<file path="config.mk">
export PLATFORM = sky130hd
export DESIGN_NAME = weight_loader
export DESIGN_NICKNAME = d
export VERILOG_FILES = /design/src/rtl/weight_loader.sv
export SDC_FILE = /design/constraint.sdc
export NUM_CORES = 1
export LEC_CHECK = 0
export ABC_AREA = 1
export BUFFER_PORTS_ARGS = -buffer_cell sky130_fd_sc_hd__buf_2
export CAP_MARGIN = 10
export CORE_ASPECT_RATIO = 0.8
export CORE_MARGIN = 2
export CORE_UTILIZATION = 44
export CTS_CLUSTER_SIZE = 10
export DETAILED_ROUTE_END_ITERATION = 6
export PLACE_DENSITY = 0.69
export RECOVER_POWER = 25
export SYNTH_ARGS = -nofsm -noshare
export SYNTH_HDL_FRONTEND = slang
export SYNTH_SLANG_ARGS = --single-unit
</file>
<file path="constraint.sdc">
create_clock -name clk -period 2 [get_ports clk]
set_clock_uncertainty 0.05 [all_clocks]
set_input_delay 0.3 -clock clk [delete_from_list [all_inputs] [get_ports clk]]
set_output_delay 0.3 -clock clk [all_outputs]
set_load 0.02 [all_outputs]
</file>
<file path="src/rtl/weight_loader.sv">
// Packs a stream of weight words into rows and writes them to weight_storage
// row-major over rows 0..size-1 of layers 0..N-1.
module weight_loader #(
    parameter int data_size  = 16,
    parameter int size       = 3,
    parameter int layer_size = 5
) (
    input  logic                      clk,
    input  logic                      rst_n,
    input  logic                      start,
    input  logic [31:0]               load_layers,
    input  logic                      abort,
    input  logic [data_size-1:0]      in_data,
    input  logic                      in_valid,
    output logic                      in_ready,
    output logic [31:0]               write_layer_index,
    output logic [31:0]               write_row_index,
    output logic [data_size*size-1:0] write_data,
    output logic                      is_write,
    output logic                      busy,
    output logic                      done,
    output logic                      error
);
    localparam int CW = (size > 1) ? $clog2(size) : 1;

    typedef enum logic [1:0] {IDLE, COLLECT, WRITE, DONE} state_t;

    state_t                           state_q, state_d;
    logic [CW-1:0]                    col_q, col_d;
    logic [31:0]                      row_q, row_d;
    logic [31:0]                      layer_q, layer_d;
    logic [31:0]                      n_q, n_d;
    logic [size-1:0][data_size-1:0]   pack_q, pack_d;
    logic [size-1:0][data_size-1:0]   wdata_q, wdata_d;
    logic                             error_q, error_d;
    logic [CW-1:0]                    slot;
    logic                             legal;

    assign legal = (load_layers != 32'd0) && (load_layers <= 32'(layer_size));
    // First word of a row lands in the most significant slice.
    assign slot  = CW'(size - 1) - col_q;

    always_comb begin
        state_d = state_q;
        col_d   = col_q;
        row_d   = row_q;
        layer_d = layer_q;
        n_d     = n_q;
        pack_d  = pack_q;
        wdata_d = wdata_q;
        error_d = 1'b0;
        unique case (state_q)
            IDLE: begin
                if (!abort && start) begin
                    if (legal) begin
                        n_d     = load_layers;
                        col_d   = '0;
                        row_d   = '0;
                        layer_d = '0;
                        state_d = COLLECT;
                    end else begin
                        error_d = 1'b1;
                    end
                end
            end
            COLLECT: begin
                if (abort) begin
                    state_d = IDLE;
                end else if (in_valid) begin
                    pack_d[slot] = in_data;
                    if (col_q == CW'(size - 1)) begin
                        // Output register only changes here, so write_data holds between writes.
                        col_d   = '0;
                        wdata_d = pack_d;
                        state_d = WRITE;
                    end else begin
                        col_d = col_q + 1'b1;
                    end
                end
            end
            WRITE: begin
                if (abort) begin
                    state_d = IDLE;
                end else if (row_q == 32'(size - 1)) begin
                    row_d = '0;
                    if (layer_q == n_q - 32'd1) begin
                        layer_d = '0;
                        state_d = DONE;
                    end else begin
                        layer_d = layer_q + 32'd1;
                        state_d = COLLECT;
                    end
                end else begin
                    row_d   = row_q + 32'd1;
                    state_d = COLLECT;
                end
            end
            DONE:    state_d = IDLE;
            default: state_d = IDLE;
        endcase
    end

    always_ff @(posedge clk or negedge rst_n) begin
        if (!rst_n) begin
            state_q <= IDLE;
            col_q   <= '0;
            row_q   <= '0;
            layer_q <= '0;
            n_q     <= '0;
            pack_q  <= '0;
            wdata_q <= '0;
            error_q <= 1'b0;
        end else begin
            state_q <= state_d;
            col_q   <= col_d;
            row_q   <= row_d;
            layer_q <= layer_d;
            n_q     <= n_d;
            pack_q  <= pack_d;
            wdata_q <= wdata_d;
            error_q <= error_d;
        end
    end

    assign in_ready          = (state_q == COLLECT);
    assign is_write          = (state_q == WRITE);
    assign busy              = (state_q == COLLECT) || (state_q == WRITE);
    assign done              = (state_q == DONE);
    assign error             = error_q;
    assign write_row_index   = row_q;
    assign write_layer_index = layer_q;
    assign write_data        = wdata_q;

endmodule

</file>
After elaboration in Yosys (flattened, before gate mapping)

Cells that the tools add are included.

Register bits: 197
Bits in latches: 0
Bits in writable memories: 0
Memory bits (read-only): 0
Input bits: 53
Output and inout bits: 117
Word-level logic and storage cells: 81
Memories: 0

$add $sub $neg: 5
Multiply operators: 0
Divide/modulo/power cells: 0
Order comparisons: 3
Equality and inequality tests: 14
Shift operators: 0
Muxes and demuxes: 30
Bitwise logic cells: 1
Reductions and logical operators: 16

Operators with widths:

| kind                    | count |
|---|---|
| $mux W32                | 7 |
| $pmux W32 S2            | 2 |
| $add A32 B1 Y32 const B | 2 |
| $bwmux W48              | 1 |
| $demux W16 S2           | 1 |
| $eq A32 B2 Y1 const B   | 1 |
| $eq A32 B32 Y1          | 1 |
| $le A32 B3 Y1 const B   | 1 |
| $reduce_bool A32 Y1     | 1 |
| $sub A32 B1 Y32 const B | 1 |
| $mux W2                 | 13 |
| $mux W16                | 1 |
| $reduce_and A4 Y1       | 3 |
| $ne A2 B2 Y1 const B    | 5 |
| $reduce_and A5 Y1       | 2 |
| $pmux W2 S4             | 1 |
| $eq A2 B2 Y1 const B    | 3 |
| $reduce_and A3 Y1       | 2 |
| $pmux W2 S2             | 1 |
| $reduce_bool A2 Y1      | 2 |
| $logic_and A1 B1 Y1     | 3 |
| $lt A2 B3 Y1 const B    | 1 |
| $mux W1                 | 3 |
| $ne A3 B2 Y1 const B    | 1 |
| 10 further kinds        | 10 |

Depth between registers and ports, before layout

Depth in word-level cells: 6
Depth in mapped cells: 17
Gate-level depth less buffers: 17

Worst setup path after synthesis

OpenSTA, ideal clock, no wires.

Path type: register -> register
Start point: register state_q[1]
End point: register wdata_q, in the netlist write_data[27]
Library setup time: 0.125 ns
Arrival time: 2.031 ns
Required time: 1.825 ns
Slack: -0.205 ns
Cell stages (with the launch flop): 8
Path buffers: 2
Clock period less this slack: 2.205 ns
Path through: dfrtp_1 -> inv_1 -> ha_1 -> nand2_1 -> nor2_1 -> buf_1 -> buf_2 -> mux2_2

Cells in the longest elaborated chain, start to end: 2

Ends and longest elaborated chain:

| what                        | line | RTL |
|---|---|---|
| start: declaration          | 28   | `state_t state_q, state_d;` |
| start signal: assignment    | 114  | `state_q <= state_d;` |
| $eq A2 B1 Y1                | --   |  |
| via in_ready                | 15   | `output logic in_ready,` |
| $reduce_and A4 Y1 (no line) | --   |  |
| end signal: assignment      | 120  | `wdata_q <= wdata_d;` |
| end: declaration            | 34   | `logic [size-1:0][data_size-1:0] wdata_q, wdata_d;` |

The timed path passes the listed nets, and every way through them passes these cells.
A chain may end at the register's enable or synchronous reset.

Final worst setup path

Start point: register n_q[1]
End point: register layer_q[6], in the netlist write_layer_index[6]

Cells in the longest elaborated chain, start to end: 6

Ends and longest elaborated chain:

| what                     | line | RTL |
|---|---|---|
| start: declaration       | 32   | `logic [31:0] n_q, n_d;` |
| start signal: assignment | 118  | `n_q <= n_d;` |
| $sub A32 B1 Y32          | 86   | `if (layer_q == n_q - 32'd1) begin` |
| $eq A32 B32 Y1           | 86   |  |
| $mux W32                 | 86   |  |
| $mux W32                 | 84   | `end else if (row_q == 32'(size - 1)) begin` |
| $mux W32                 | 82   | `if (abort) begin` |
| $pmux W32 S2             | 52   | `unique case (state_q)` |
| end signal: assignment   | 117  | `layer_q <= layer_d;` |
| end: declaration         | 31   | `logic [31:0] layer_q, layer_d;` |

No other way between the ends. The select of a mux whose other input is x is not followed.

==> run_results.csv <==
group,metric,value,unit
clock_tree,cts.clk_slew.worst_paths,0.08,ns
critical_path,crit_arrival,2.58,ns
sta,worstMarginPinSlew,1.27,ns
critical_path,r2r_start,"n_q[1]",
placed_design,io_buffers,169,
global_route,grt_max_degree,65,
synthesis,syn-cell-area,10900,µm²
critical_path,startpoint,"n_q[1]",
critical_path,cp-end-kind,"flop",
clock_tree,cts.sinks,181,
synthesis,async_flop_share,100,%
final_layout,mostFrequentLayoutCell,"nand2_1",
global_route,first_global_vias,10752,
die,die_w,180,µm
clock_tree,cts_htree_levels,4,
critical_path,worst-path-max-fanout,8,
sta,fmax,0.434,GHz
detailed_routing,drc,0,
global_route,antenna_found_initial,0,
die,core,24400,µm²
status,violations,"setup timing",
critical_path,crit_buf_inv,2,
detailed_routing,drtPass1Iterations,5,
synthesis,synthMuxAreaShare,3.30,%
synthesis,yosys_most_used_dff,"dfrtp_1",
run,maxCapViolations,0,
final_layout,drive_above_1_share,30.6,%
sta,setup_slack,-0.302,ns
synthesis,synth_edf_count,0,
power,power-per-cell-area,537,nW/µm²
critical_path,reg2reg_depth,16,
final_layout,multi_input_area,5770,µm²
synthesis,ys_seq_elements,181,
global_route,overflow,0,
sta,fin_crit_sh,115,%
placed_design,pre_cts_ws,-0.314,ns
critical_path,start_kind,"flop",
synthesis,synth-xor-area-share,4.85,%
clock_tree,cts_buffers,17,
placed_design,dpl.hpwl,25100,µm
die,die_area,26100,µm²
sta,final-hold-violation-count,0,
detailed_routing,drt-initial-drc-count,948,
hold_path,hold_path_class,"input pin to flop",
critical_path,reg2reg_to,"write_layer_index[6]",
critical_path,r2r_slack,-0.30,ns
detailed_routing,route.antenna.remaining_nets,0,
die,ioPinCount,170,
power,p_leak,7.56,nW
die,start_util,44.8,%
critical_path,cp_num_cells,16,
synthesis,yosys_warnings,0,
critical_path,crit_top_cell,"nand2_1",
clock_tree,cts_tree,"done",
detailed_routing,vias,11355,
status,status,"complete, but fails checks",
synthesis,synthAdderAreaFrac,1.03,%
final_layout,final_cell_mix,"nand2_1, buf_4, inv_1",
die,num_rows,51,
die,die_y,145,µm
synthesis,ys_types,52,
sta,slew_violations,0,
clock_tree,clock_latency,0.44,ns
final_layout,syn2layout_area_growth,34.8,%
sta,max-slew-margin-rel,15.2,%
placed_design,place.gp.congestion,0.953,
final_layout,register_area,4530,µm²
critical_path,worst-setup-path-type,"flop to flop",
detailed_routing,wl,34700,µm
critical_path,slowest_stage,"dfrtp_1",
detailed_routing,via_per_inst,5.23,
synthesis,synthSimpleGateAreaFrac,32.2,%
global_route,grt.total_usage,25.8,%
critical_path,slowest_delay,0.40,ns
synthesis,synth-seq-area-share,41.5,%
detailed_routing,post_drt_wl_per_cell,16.0,µm
synthesis,syn_nets,1543,
critical_path,worstPathRequired,2.28,ns
synthesis,synth_top_family_by_area,"simple AND/OR/NAND/NOR gates",
global_route,grt_pass1_wl,54500,µm
critical_path,cp_top_family,"simple AND/OR/NAND/NOR gates",
final_layout,fill_cells,2223,
power,ir_worst_vdd,0.542,mV
final_layout,nNetsFinal,1901,
critical_path,path_cells,"inv_2 > ha_4 > nand3_4 > nor2_8 > nand2_2 > nor2_1 > nand2_1 > nand2_1 > nand2_1 > nor2_2 > nand2_2 > nor2_4 > nand2_4 > clkbuf_16 > nand3_2 > o21ai_2",
sta,setup_viol,33,
synthesis,synth_compound_area_share,8.55,%
critical_path,timing.critical_path.to,"write_layer_index[6]",
synthesis,netlist_instances,1481,
sta,grt_setup_unrepaired,"yes",
clock_tree,root_buffer,"clkbuf_16",
final_layout,utilization,60.4,%
clock_tree,cts.path.max_buffers,2,
synthesis,synth.avg_cell_area,7.37,µm²
sta,min_period,2.30,ns
## Yosys cell counts, types with 2 or more instances
| master | n | area (µm²) |
|---|---|---|
| o21ai_1 | 8 | 40.0 |
| buf_2 | 7 | 35.0 |
| nor3_4 | 2 | 32.5 |
| o31ai_1 | 13 | 97.6 |
| nor2_8 | 2 | 40.0 |
| ha_1 | 9 | 113 |
| nor3_1 | 33 | 165 |
| dfrtp_1 | 181 | 4530 |
| nor2_2 | 9 | 56.3 |
| nor4_1 | 14 | 87.6 |
| clkinv_1 | 2 | 7.51 |
| xor2_1 | 43 | 377 |
| nand3_1 | 59 | 295 |
| inv_1 | 186 | 698 |
| o21ai_0 | 117 | 586 |
| nor3_2 | 2 | 20.0 |
| clkbuf_1 | 35 | 131 |
| a21oi_1 | 14 | 70.1 |
| xnor2_1 | 13 | 114 |
| nand2_4 | 2 | 22.5 |
| inv_2 | 3 | 11.3 |
| buf_1 | 6 | 22.5 |
| nand3b_1 | 9 | 67.6 |
| nor2_1 | 191 | 717 |
| nand4_1 | 61 | 382 |
| nand3_2 | 8 | 80.1 |
| buf_6 | 3 | 33.8 |
| a31oi_1 | 2 | 12.5 |
| mux2_2 | 32 | 360 |
| nand2_2 | 7 | 43.8 |
| nand2_1 | 382 | 1430 |
| o21bai_1 | 2 | 15.0 |
| o21ai_2 | 5 | 43.8 |
## power by group
group | internal (mW) | leakage [nW] | switching (mW)
clock | 1.79 | 0.284 | 1.69
sequential | 3.76 | 2.04 | 0.0532
combinational | 0.224 | 5.24 | 0.376
total | 5.78 | 7.56 | 2.12
## logic make-up after synthesis
logic type      Yosys count
compound gates          170
xor+xnor                 58
fa+ha+maj                 9
buf+inv                 242
flops                   181
mux                      32
simple gates            789
## timing repair
action / in CTS / in global routing
pin swaps: 14 / 14
setup endpoints to repair: 34 / 64
hold buffers: 1 / 0
gates resized for setup: 30 / 50
gates cloned: 0 / 5
setup buffers: 4 / 11
hold endpoints to repair: 40 / 0
## flip-flops by register name, indices dropped and copies added, names as in the netlist
register / count
write_data: 48
n_q: 32
pack_q: 32
write_layer_index: 32
write_row_index: 32
col_q: 2
state_q: 2
error: 1
## routing by layer
metal	vias up	track usage, %	wire length (µm)	share of wire, %
met5	-	0	0	0
met4	0	6.01	651	1.9
met3	71	4.67	2780	8.0
met2	447	40.5	15600	45
met1	5341	37.0	15600	45
li1	5496	-	-	-
## final cells by class
cell class / instances / area share [%]
multi-input combinational: 1058 / 39.2
antenna: 1 / 0.0170
sequential: 181 / 30.8
clock inverter: 13 / 1.07
timing repair buffer: 390 / 18.4
clock buffer: 19 / 2.94
tap: 318 / 2.70
inverter: 191 / 4.89
## through the flow
stage | TNS (ns) | area [µm²] | cells | hold WS (ns) | power (mW)
finish | -8.70 | 14700 | 2171 | 0.0466 | 7.90
global route | -15.25 | 14700 | 2170 | 0.0421 | 8.18
CTS | -6.79 | 14400 | 2154 | 0.0334 | 7.93
detailed placement | -11.65 | 13600 | 2118 | 0.228 | 4.48
global placement | -8.25 | 13600 | 2118 | 0.231 | 4.46
floorplan | 0 | 11000 | 1481 | -0.0456 | 4.16
## worst register-to-register path, cell delays in order (launching register included)
cell       delay (ns)
dfrtp_1          0.40
inv_2            0.09
ha_4             0.15
nand3_4          0.11
nor2_8           0.22
nand2_2          0.07
nor2_1           0.10
nand2_1          0.05
nand2_1          0.09
nand2_1          0.07
nor2_2           0.13
nand2_2          0.08
nor2_4           0.14
nand2_4          0.11
clkbuf_16        0.19
nand3_2          0.07
o21ai_2          0.06
## how the worst min path moves through the flow
stage,startpoint,end,slack (ns),depth (start not counted)
finish,in_data[9],write_data[9],0.05,3
global placement,rst_n,write_layer_index[25],0.23,1
detailed placement,rst_n,write_layer_index[25],0.23,1
CTS,in_data[9],write_data[9],0.03,3
global route,in_data[7],write_data[7],0.04,3
floorplan,rst_n,col_q[0],-0.05,0
Power figures use the tool's default switching activity.
